File: src/rtl/serial_adder_pkg.sv
// Shared types and constants for the bit-serial adder: FSM states, default width
// and the sizing helper for the bit counter.
package serial_adder_pkg;

    localparam int DEFAULT_WIDTH = 8;

    typedef enum logic [1:0] {
        IDLE  = 2'd0,
        SHIFT = 2'd1,
        DONE  = 2'd2
    } state_t;

    function automatic int cnt_width(input int width);
        return (width < 2) ? 1 : $clog2(width);
    endfunction

endpackage

File: src/rtl/bit_addr.sv
// 1-bit full-adder cell; the serial adder reuses a single instance as its whole datapath.
module bit_addr (
    input  logic a,
    input  logic b,
    input  logic cin,
    output logic sum,
    output logic cout
);

    assign sum  = a ^ b ^ cin;
    assign cout = (a & b) | (cin & (a ^ b));

endmodule

File: src/rtl/serial_adder.sv
// Bit-serial WIDTH-bit adder: one bit pair per clock through a single bit_addr cell.
// Define SERIAL_ADDER_SUB_EN to add a 'sub' input for a - b (cout=1 means no borrow).
module serial_adder
    import serial_adder_pkg::*;
#(
    parameter int WIDTH = DEFAULT_WIDTH
) (
    input  logic             clk,
    input  logic             rst,
    input  logic             in_valid,
    output logic             in_ready,
    input  logic [WIDTH-1:0] a,
    input  logic [WIDTH-1:0] b,
    input  logic             cin,
`ifdef SERIAL_ADDER_SUB_EN
    input  logic             sub,
`endif
    output logic             out_valid,
    input  logic             out_ready,
    output logic [WIDTH-1:0] sum,
    output logic             cout,
    output logic             busy
);

    localparam int CW = cnt_width(WIDTH);

    state_t           state, state_nx;
    logic [WIDTH-1:0] a_sh, b_sh;
    logic [WIDTH-2:0] sum_sh;
    logic [WIDTH-1:0] sum_nx;
    logic [CW-1:0]    cnt;
    logic             carry;
    logic             cell_sum, cell_cout;
    logic             last;
    logic [WIDTH-1:0] load_b;
    logic             load_c;

    // Subtraction is a + ~b + 1, so it only changes what gets loaded.
`ifdef SERIAL_ADDER_SUB_EN
    assign load_b = sub ? ~b : b;
    assign load_c = sub | cin;
`else
    assign load_b = b;
    assign load_c = cin;
`endif

    assign last   = (cnt == CW'(WIDTH - 1));
    assign sum_nx = {cell_sum, sum_sh};

    bit_addr u_cell (
        .a    (a_sh[0]),
        .b    (b_sh[0]),
        .cin  (carry),
        .sum  (cell_sum),
        .cout (cell_cout)
    );

    always_ff @(posedge clk or posedge rst) begin
        if (rst) state <= IDLE;
        else     state <= state_nx;
    end

    always_comb begin
        state_nx  = state;
        in_ready  = 1'b0;
        out_valid = 1'b0;
        busy      = 1'b0;
        case (state)
            IDLE: begin
                in_ready = 1'b1;
                if (in_valid) state_nx = SHIFT;
            end
            SHIFT: begin
                busy = 1'b1;
                if (last) state_nx = DONE;
            end
            DONE: begin
                out_valid = 1'b1;
                if (out_ready) state_nx = IDLE;
            end
            default: state_nx = IDLE;
        endcase
    end

    // Result registers load only on the final shift so they stay stable in DONE and IDLE.
    always_ff @(posedge clk or posedge rst) begin
        if (rst) begin
            a_sh   <= '0;
            b_sh   <= '0;
            sum_sh <= '0;
            cnt    <= '0;
            carry  <= 1'b0;
            sum    <= '0;
            cout   <= 1'b0;
        end else begin
            case (state)
                IDLE: begin
                    if (in_valid) begin
                        a_sh  <= a;
                        b_sh  <= load_b;
                        carry <= load_c;
                        cnt   <= '0;
                    end
                end
                SHIFT: begin
                    a_sh   <= a_sh >> 1;
                    b_sh   <= b_sh >> 1;
                    sum_sh <= sum_nx[WIDTH-1:1];
                    carry  <= cell_cout;
                    cnt    <= cnt + 1'b1;
                    if (last) begin
                        sum  <= sum_nx;
                        cout <= cell_cout;
                    end
                end
                default: ;
            endcase
        end
    end

endmodule
File: config.mk
export PLATFORM = sky130hd
export DESIGN_NAME = serial_adder
export DESIGN_NICKNAME = d
export VERILOG_FILES = /design/src/rtl/serial_adder_pkg.sv /design/src/rtl/bit_addr.sv /design/src/rtl/serial_adder.sv
export SDC_FILE = /design/constraint.sdc
export NUM_CORES = 1
export LEC_CHECK = 0
export ABC_AREA = 1
export CAP_MARGIN = 15
export CORE_UTILIZATION = 54
export CTS_BUF_LIST = sky130_fd_sc_hd__clkbuf_4 sky130_fd_sc_hd__clkbuf_8
export DETAILED_ROUTE_END_ITERATION = 10
export GPL_TIMING_DRIVEN = 0
export PLACE_DENSITY = 0.86
export SYNTH_ARGS = -nofsm -noshare
export SYNTH_HDL_FRONTEND = slang
export SYNTH_SLANG_ARGS = --single-unit
File: constraint.sdc
create_clock -name clk -period 1.8 [get_ports clk]
set_clock_uncertainty 0.1 [all_clocks]
set_input_delay 0.45 -clock clk [delete_from_list [all_inputs] [get_ports clk]]
set_output_delay 0.45 -clock clk [all_outputs]
set_load 0.02 [all_outputs]
==> results of run 1 <==
final cells by class:
class | instances | area (sq um) | area share (%)
flip-flops and latches | 38 | 951 | 40.9
multi-input cells | 132 | 657 | 28.3
repair buffers | 37 | 343 | 14.8
inverters | 41 | 156 | 6.73
plain buffers | 8 | 83.8 | 3.61
well taps | 44 | 55.1 | 2.37
clock inverters | 3 | 40.0 | 1.72
clock buffers | 5 | 37.5 | 1.62
worst register-to-register path, cell delays in order (launching register included):
cell and delay (ps):
dfrtp_1 410, ha_1 210, ha_1 240, nand2_4 150, buf_6 180, o31ai_1 80
synthesized netlist by cell type (all sizes together):
library cell / instances / share of area [%]
a21oi: 2 / 0.55
buf: 8 / 3.9
dfrtp: 38 / 52
fa: 1 / 1.1
ha: 2 / 1.4
inv: 41 / 8.6
nand2: 87 / 19
nand3: 18 / 5.0
nor2: 4 / 1.2
o21ai: 17 / 6.3
o31ai: 1 / 0.41
metal layers:
| layer | vias to the layer above | part of all wire (%) | track usage [%] |
|---|---|---|---|
| li1 | 743 | - | - |
| met1 | 676 | 46 | 27.1 |
| met2 | 34 | 49 | 37.5 |
| met3 | 7 | 3.5 | 3.46 |
| met4 | 0 | 2.3 | 11.0 |
| met5 | - | 0 | 0 |
kinds of logic (layout without fill, tap and decap cells):
logic type	after synthesis	in the layout
DFF	38	38
AOI/OAI and AO/OA	20	20
and+or+nand+nor	109	109
buffers and inverters	49	94
adders and majority gates	3	3
stage by stage:
step | worst slack [ps] | power [mW] | util [%]
final | -34.6 | 3.76 | 74.3
after CTS | -23.4 | 3.73 | 73.6
after global routing | -59.2 | 4.07 | 74.3
after detailed placement | -303 | 3.16 | 70.2
after global placement | -400 | 3.10 | 70.2
after floorplan | 205 | 2.65 | -
state kept, by name, summed over array words and instances, names as in the netlist:
| signal | count |
|---|---|
| a_sh | 8 |
| state | 2 |
| sum | 8 |
| carry | 1 |
| b_sh | 8 |
| cout | 1 |
| cnt | 3 |
| sum_sh | 7 |
how the worst min path moves through the flow:
stage | start | to | slack [ps] | cells after the start
global placement | sum[0] | sum[0] | 360 | 2
floorplan | cnt[1] | cnt[1] | 350 | 2
global route | cnt[0] | cnt[0] | 400 | 1
detailed placement | sum[0] | sum[0] | 360 | 2
CTS | sum[0] | sum[0] | 380 | 2
finish | sum[0] | sum[0] | 380 | 2
power groups by stage:
stage / clock network, mW / registers, mW / logic [mW]
final: 0.580 / 1.44 / 1.74
after global routing: 0.615 / 1.49 / 1.97
after CTS: 0.580 / 1.44 / 1.71
after detailed placement: 0 / 1.46 / 1.70
after global placement: 0 / 1.45 / 1.65
after floorplan: 0 / 1.52 / 1.12
timing repair:
item / CTS / global route
pin swaps: 2 / 0
endpoints found under the setup margin: 12 / 1
setup buffers: 2 / 3
resized for setup: 33 / 0
==> summary.txt, run 1 <==
Detailed routing
  • Via density: 4.74
  • Drt first pass iters: 4
  • Vias: 1460
  • Initial DRC count: 43
  • ANT nets after route: 0
  • DRC violations left: 0
  • Wire per inst: 11.0 microns
  • Routed wire length: 3.39 mm

Worst setup path
  • Cells along the critical path: buf_6 > buf_8 > nor2_4 > buf_6
  • Crit. End Element: primary output
  • Worst r2r path cells: 5
  • Crit-path max FO: 10
  • Setup CP Type: flip-flop to primary output
  • R2r startpoint: cnt[0]
  • Worst path slowest cell: dfrtp_1
  • Worst path depth: 4
  • Family with the most delay on the worst path: buffers and inverters
  • R2r setup slk: 330 ps
  • CP most frequent cell: buf_6
  • CP arrival: 1280 ps
  • CP peak stage delay: 420 ps
  • Setup crit end: out_valid
  • WP data required: 1250 ps
  • FF-to-FF End: state[1]
  • Crit. Startpoint: state[0]
  • Critical path launch point type: flip-flop
  • Worst path bufs/invs: 3

Synthesis
  • Mean Syn Cell Area: between 8 and 9 sq um
  • Compound-Gate Fraction of Synth Area: 7.29%
  • Mux cell area share after synthesis: 0%
  • Adder-Cell Fraction of Synth Area: approximately 2.5%
  • Register area share after synthesis: between 50 and 60%
  • Mapped Cells: 219
  • Synth Register Bits: 38
  • Synthesis Warnings: 0
  • Cell variety after synth: 19
  • Synthesized area: 1820 sq um
  • Simple-Gate Fraction of Synth Area: 25.5%
  • Largest family of logic cells by synthesized area: simple AND/OR/NAND/NOR gates
  • Synth Area in XOR/XNOR: 0%
  • Mapped Nets: 243

Power
  • Static leakage: 1.28 nW
  • Clock share of power: about 15%
  • Flop pwr share: 38.4%
  • Switching share of total power: 40.4%
  • Int Pwr: around 2.2 mW
  • Comb power frac: between 40% and 50%
  • Power Dens Cells: ~1600 nW/um^2
  • P_sw: 1.52 mW
  • Peak supply drop: between 0.7 and 0.8 mV

Timing
  • Final hold vios: 0
  • Period utilization: 102%
  • Setup ws final: -34.6 ps
  • Worst slew pin tran: between 700 and 800 ps
  • Hold slack: around 380 ps
  • Final slew viol count: 0
  • Unrepaired setup endpoints after global routing: yes
  • Fmax: 545 MHz
  • Final setup TNS: -34.6 ps
  • Final setup fails: 1
  • Min Tclk post-route: between 1500 and 2000 ps
  • Slew margin rel.: about half

Clock tree
  • H-tree levels: 2
  • Max clock buf depth: 2
  • CTS tree: yes
  • CTS Sinks: 38
  • CTS Buf Count: 5
  • CTS clk-pin slew, worst paths: 120 ps
  • Root Driver: clkbuf_4
  • Worst skew pair latency: 350 ps
  • # hold bufs at CTS: 0

Finish
  • Commonest non-fill, non-tap cells in the layout: 83 x nand2_1, 38 x dfrtp_1, 37 x inv_1
  • Cell Count, Final, Fillers Out: 308
  • Area Overhead vs Synth: 27.7%
  • N_diodes: 0
  • Layout cells sized above 1: 16.3%
  • Design area: 2320 sq um
  • Fill cells: 224
  • Most common cell after layout, fill and taps aside: nand2_1
  • Fin nets: 287

Outcome
  • Failing checks: setup timing
  • Outcome: finished with violations

Global route
  • Total GRT Usage: 22.0%
  • Gr ovfl total: 0
  • Vias in the first global route: 1346
  • First-pass GRT wire length: between 5 and 6 mm
  • Initial antenna violation count: 0
  • Largest net degree at the start of global routing: 39

Run
  • Max_cap viols: 0

Die
  • Die area: 3600 sq um
  • Initial Util: 58.2%
  • Row Count: 20
  • IO Pins: 33
  • Core ar.: 3130 sq um
  • Horiz. Die Dim: 60.0 microns
  • DIE HEIGHT: 60.0 microns

Placement
  • DP Wirelength: 2.30 mm
  • Gpl congestion: 0.782
  • Number of instances in the placed design: 295
  • I/O Buffers: 32
  • DP Area: 2190 sq um

Min path
  • Min-delay worst type: flip-flop to flip-flop
Note: power is estimated with default switching activity, not from simulation.
==> inputs of run 2 (changes only) <==
Settings changed: SETUP_SLACK_MARGIN set to 0.15.
==> run 2 against run 1 <==
Compared with the run above: the run still ends with setup timing left; cell count increased by 1.9%; total power up 2.6%; via count is 1.3% higher; sequential cell count did not move; critical endpoint unchanged.
==> summary.txt, run 2 (synthesized netlist as in run 1, its figures left out) <==
Power
  • Comb power frac: 47.5% (+1.3 points)
  • Clock share of power: 15.0% (-0.4 points)
  • Static leakage: 1.30 nW (+1.6%)
  • Power Dens Cells: 1610 nW/um^2 (-0.19%)
  • P_sw: 1.54 mW (+1.7%)
  • Flop pwr share: 37.5% (-0.9 points)
  • Peak supply drop: 0.752 mV (+1.0%)
  • Switching share of total power: 40.0% (-0.36 points)
  • Int Pwr: 2.31 mW (+3.2%)

Die
  • Horiz. Die Dim: 60.0 microns (unchanged)
  • IO Pins: 33 (unchanged)
  • Initial Util: 58.2% (unchanged)
  • Core ar.: 3130 sq um (unchanged)
  • DIE HEIGHT: 60.0 microns (unchanged)
  • Die area: 3600 sq um (unchanged)
  • Row Count: 20 (unchanged)

Finish
  • Area Overhead vs Synth: 31.3%
  • Most common cell after layout, fill and taps aside: nand2_1
  • Fin nets: 293 (+2.1%)
  • N_diodes: 0 (unchanged)
  • Fill cells: 207 (-7.6%)
  • Layout cells sized above 1: 18.1% (+1.9 points)
  • Commonest non-fill, non-tap cells in the layout: 83 x nand2_1, 38 x dfrtp_1, 37 x inv_1
  • Cell Count, Final, Fillers Out: 314 (+1.9%)
  • Top Registers: a_sh x8, b_sh x8, sum x8

Detailed routing
  • Routed wire length: 3.45 mm (+1.9%)
  • DRC violations left: 0 (unchanged)
  • Via density: 4.71 (-0.63%)
  • Drt first pass iters: 4 (unchanged)
  • Wire per inst: 11.0 microns (about the same)
  • Initial DRC count: 50 (+16%)
  • Vias: 1479 (+1.3%)
  • ANT nets after route: 0 (unchanged)

Timing
  • Min Tclk post-route: 1850 ps (+16.5 ps)
  • Final slew viol count: 0 (unchanged)
  • Final setup fails: 3 (+2)
  • Fmax: 540 MHz (-0.89%)
  • Slew margin rel.: 49.0% (-0.45 points)
  • Worst slew pin tran: 763 ps (+6.76 ps)
  • Period utilization: 103% (+0.92 points)
  • Unrepaired setup endpoints after global routing: yes
  • Final hold vios: 0 (unchanged)
  • Hold slack: 383 ps (+4.04 ps)
  • Setup ws final: -51.2 ps (-16.5 ps)

Global route
  • Vias in the first global route: 1347 (+0.074%)
  • Total GRT Usage: 22.0% (+0.047 points)
  • Largest net degree at the start of global routing: 39 (unchanged)
  • First-pass GRT wire length: 5.72 mm (+0.49%)
  • Initial antenna violation count: 0 (unchanged)
  • Gr ovfl total: 0 (unchanged)

Min path
  • Min-delay worst type: flip-flop to flip-flop

Clock tree
  • CTS Sinks: 38 (unchanged)
  • H-tree levels: 2 (unchanged)
  • CTS clk-pin slew, worst paths: 120 ps (about the same)
  • # hold bufs at CTS: 0 (unchanged)
  • CTS Buf Count: 5 (unchanged)
  • CTS tree: yes
  • Root Driver: clkbuf_4
  • Max clock buf depth: 2 (unchanged)
  • Worst skew pair latency: 340 ps (about the same)

Worst setup path
  • CP arrival: 1300 ps (+20 ps)
  • Crit-path max FO: 7 (-3)
  • Critical path launch point type: flip-flop
  • Crit. End Element: primary output
  • WP data required: 1250 ps (about the same)
  • Setup CP Type: flip-flop to primary output

Placement
  • I/O Buffers: 32 (unchanged)
  • DP Wirelength: 2.30 mm (unchanged)
  • Number of instances in the placed design: 295 (unchanged)
  • Gpl congestion: 0.782 (unchanged)

Run
  • Max_cap viols: 0 (unchanged)

Outcome
  • Failing checks: setup timing
  • Outcome: finished with violations
[run 2: changes by cell type in the layout (fill, tap and decap cells not counted)]
| cell | before | now |
|---|---|---|
| buf_6 | 6 | 9 |
| buf_4 | 8 | 11 |
| inv_2 | 3 | 2 |
| inv_4 | 1 | 2 |
| clkdlybuf4s15_1 | 0 | 5 |
| dlygate4sd2_1 | 9 | 4 |
[run 2: layout make-up]
class,instances,area [sq um],area share [%]
flip-flops and latches,38,951,39.8
clock inverters,3,40.0,1.68
well taps,44,55.1,2.30
inverters,41,159,6.65
multi-input cells,132,657,27.5
repair buffers,43,405,17.0
clock buffers,5,37.5,1.57
plain buffers,8,83.8,3.51
[run 2: per-stage QoR]
stage	area (sq um)	utilization, %	setup TNS, ps	total power, mW	setup WS [ps]
finish	2390	76.4	-105	3.85	-51.2
global route	2390	76.4	-186	4.17	-75.6
CTS	2320	74.2	-36.4	3.77	-36.4
floorplan	1820	-	0	2.65	205
detailed placement	2190	70.2	-541	3.16	-303
global placement	2190	70.2	-15700	3.10	-400
[run 2: final timing paths]
path	startpoint	end	slack, ps	cells after the start
max in group asynchronous	rst	a_sh[5]	670	2
min in group asynchronous	rst	sum[0]	450	2
worst max-delay path	state[0]	out_valid	-50	4
worst min register to register	sum[0]	sum[0]	380	2
worst min-delay path	sum[0]	sum[0]	380	2
worst max register to register	state[0]	state[1]	280	8
[run 2: critical path, stage by stage (launching register included)]
cell and delay [ps]:
dfrtp_1 430, buf_6 150, buf_8 130, nor2_4 120, buf_6 130
[run 2: repair_timing]
item / 4_1_cts / 5_1_grt
endpoints found under the hold margin: 0 / 0
gates cloned: 0 / 0
buffers inserted: 3 / 8
pin swaps: 3 / 2
resized for setup: 37 / 5
endpoints found under the setup margin: 12 / 8
[run 2: layer usage]
layer / GRT usage (%) / part of all wire, %
met2: 36.8 / 48
met3: 4.76 / 2.6
met4: 8.97 / 2.0
met5: 0 / 0
met1: 27.8 / 47
[run 2: power by group through the flow]
| stage | clock (mW) | sequential, mW | combinational, mW |
|---|---|---|---|
| after CTS | 0.580 | 1.44 | 1.75 |
| after global routing | 0.617 | 1.49 | 2.06 |
| after global placement | 0 | 1.45 | 1.65 |
| after detailed placement | 0 | 1.46 | 1.70 |
| after floorplan | 0 | 1.52 | 1.12 |
| final | 0.579 | 1.45 | 1.83 |
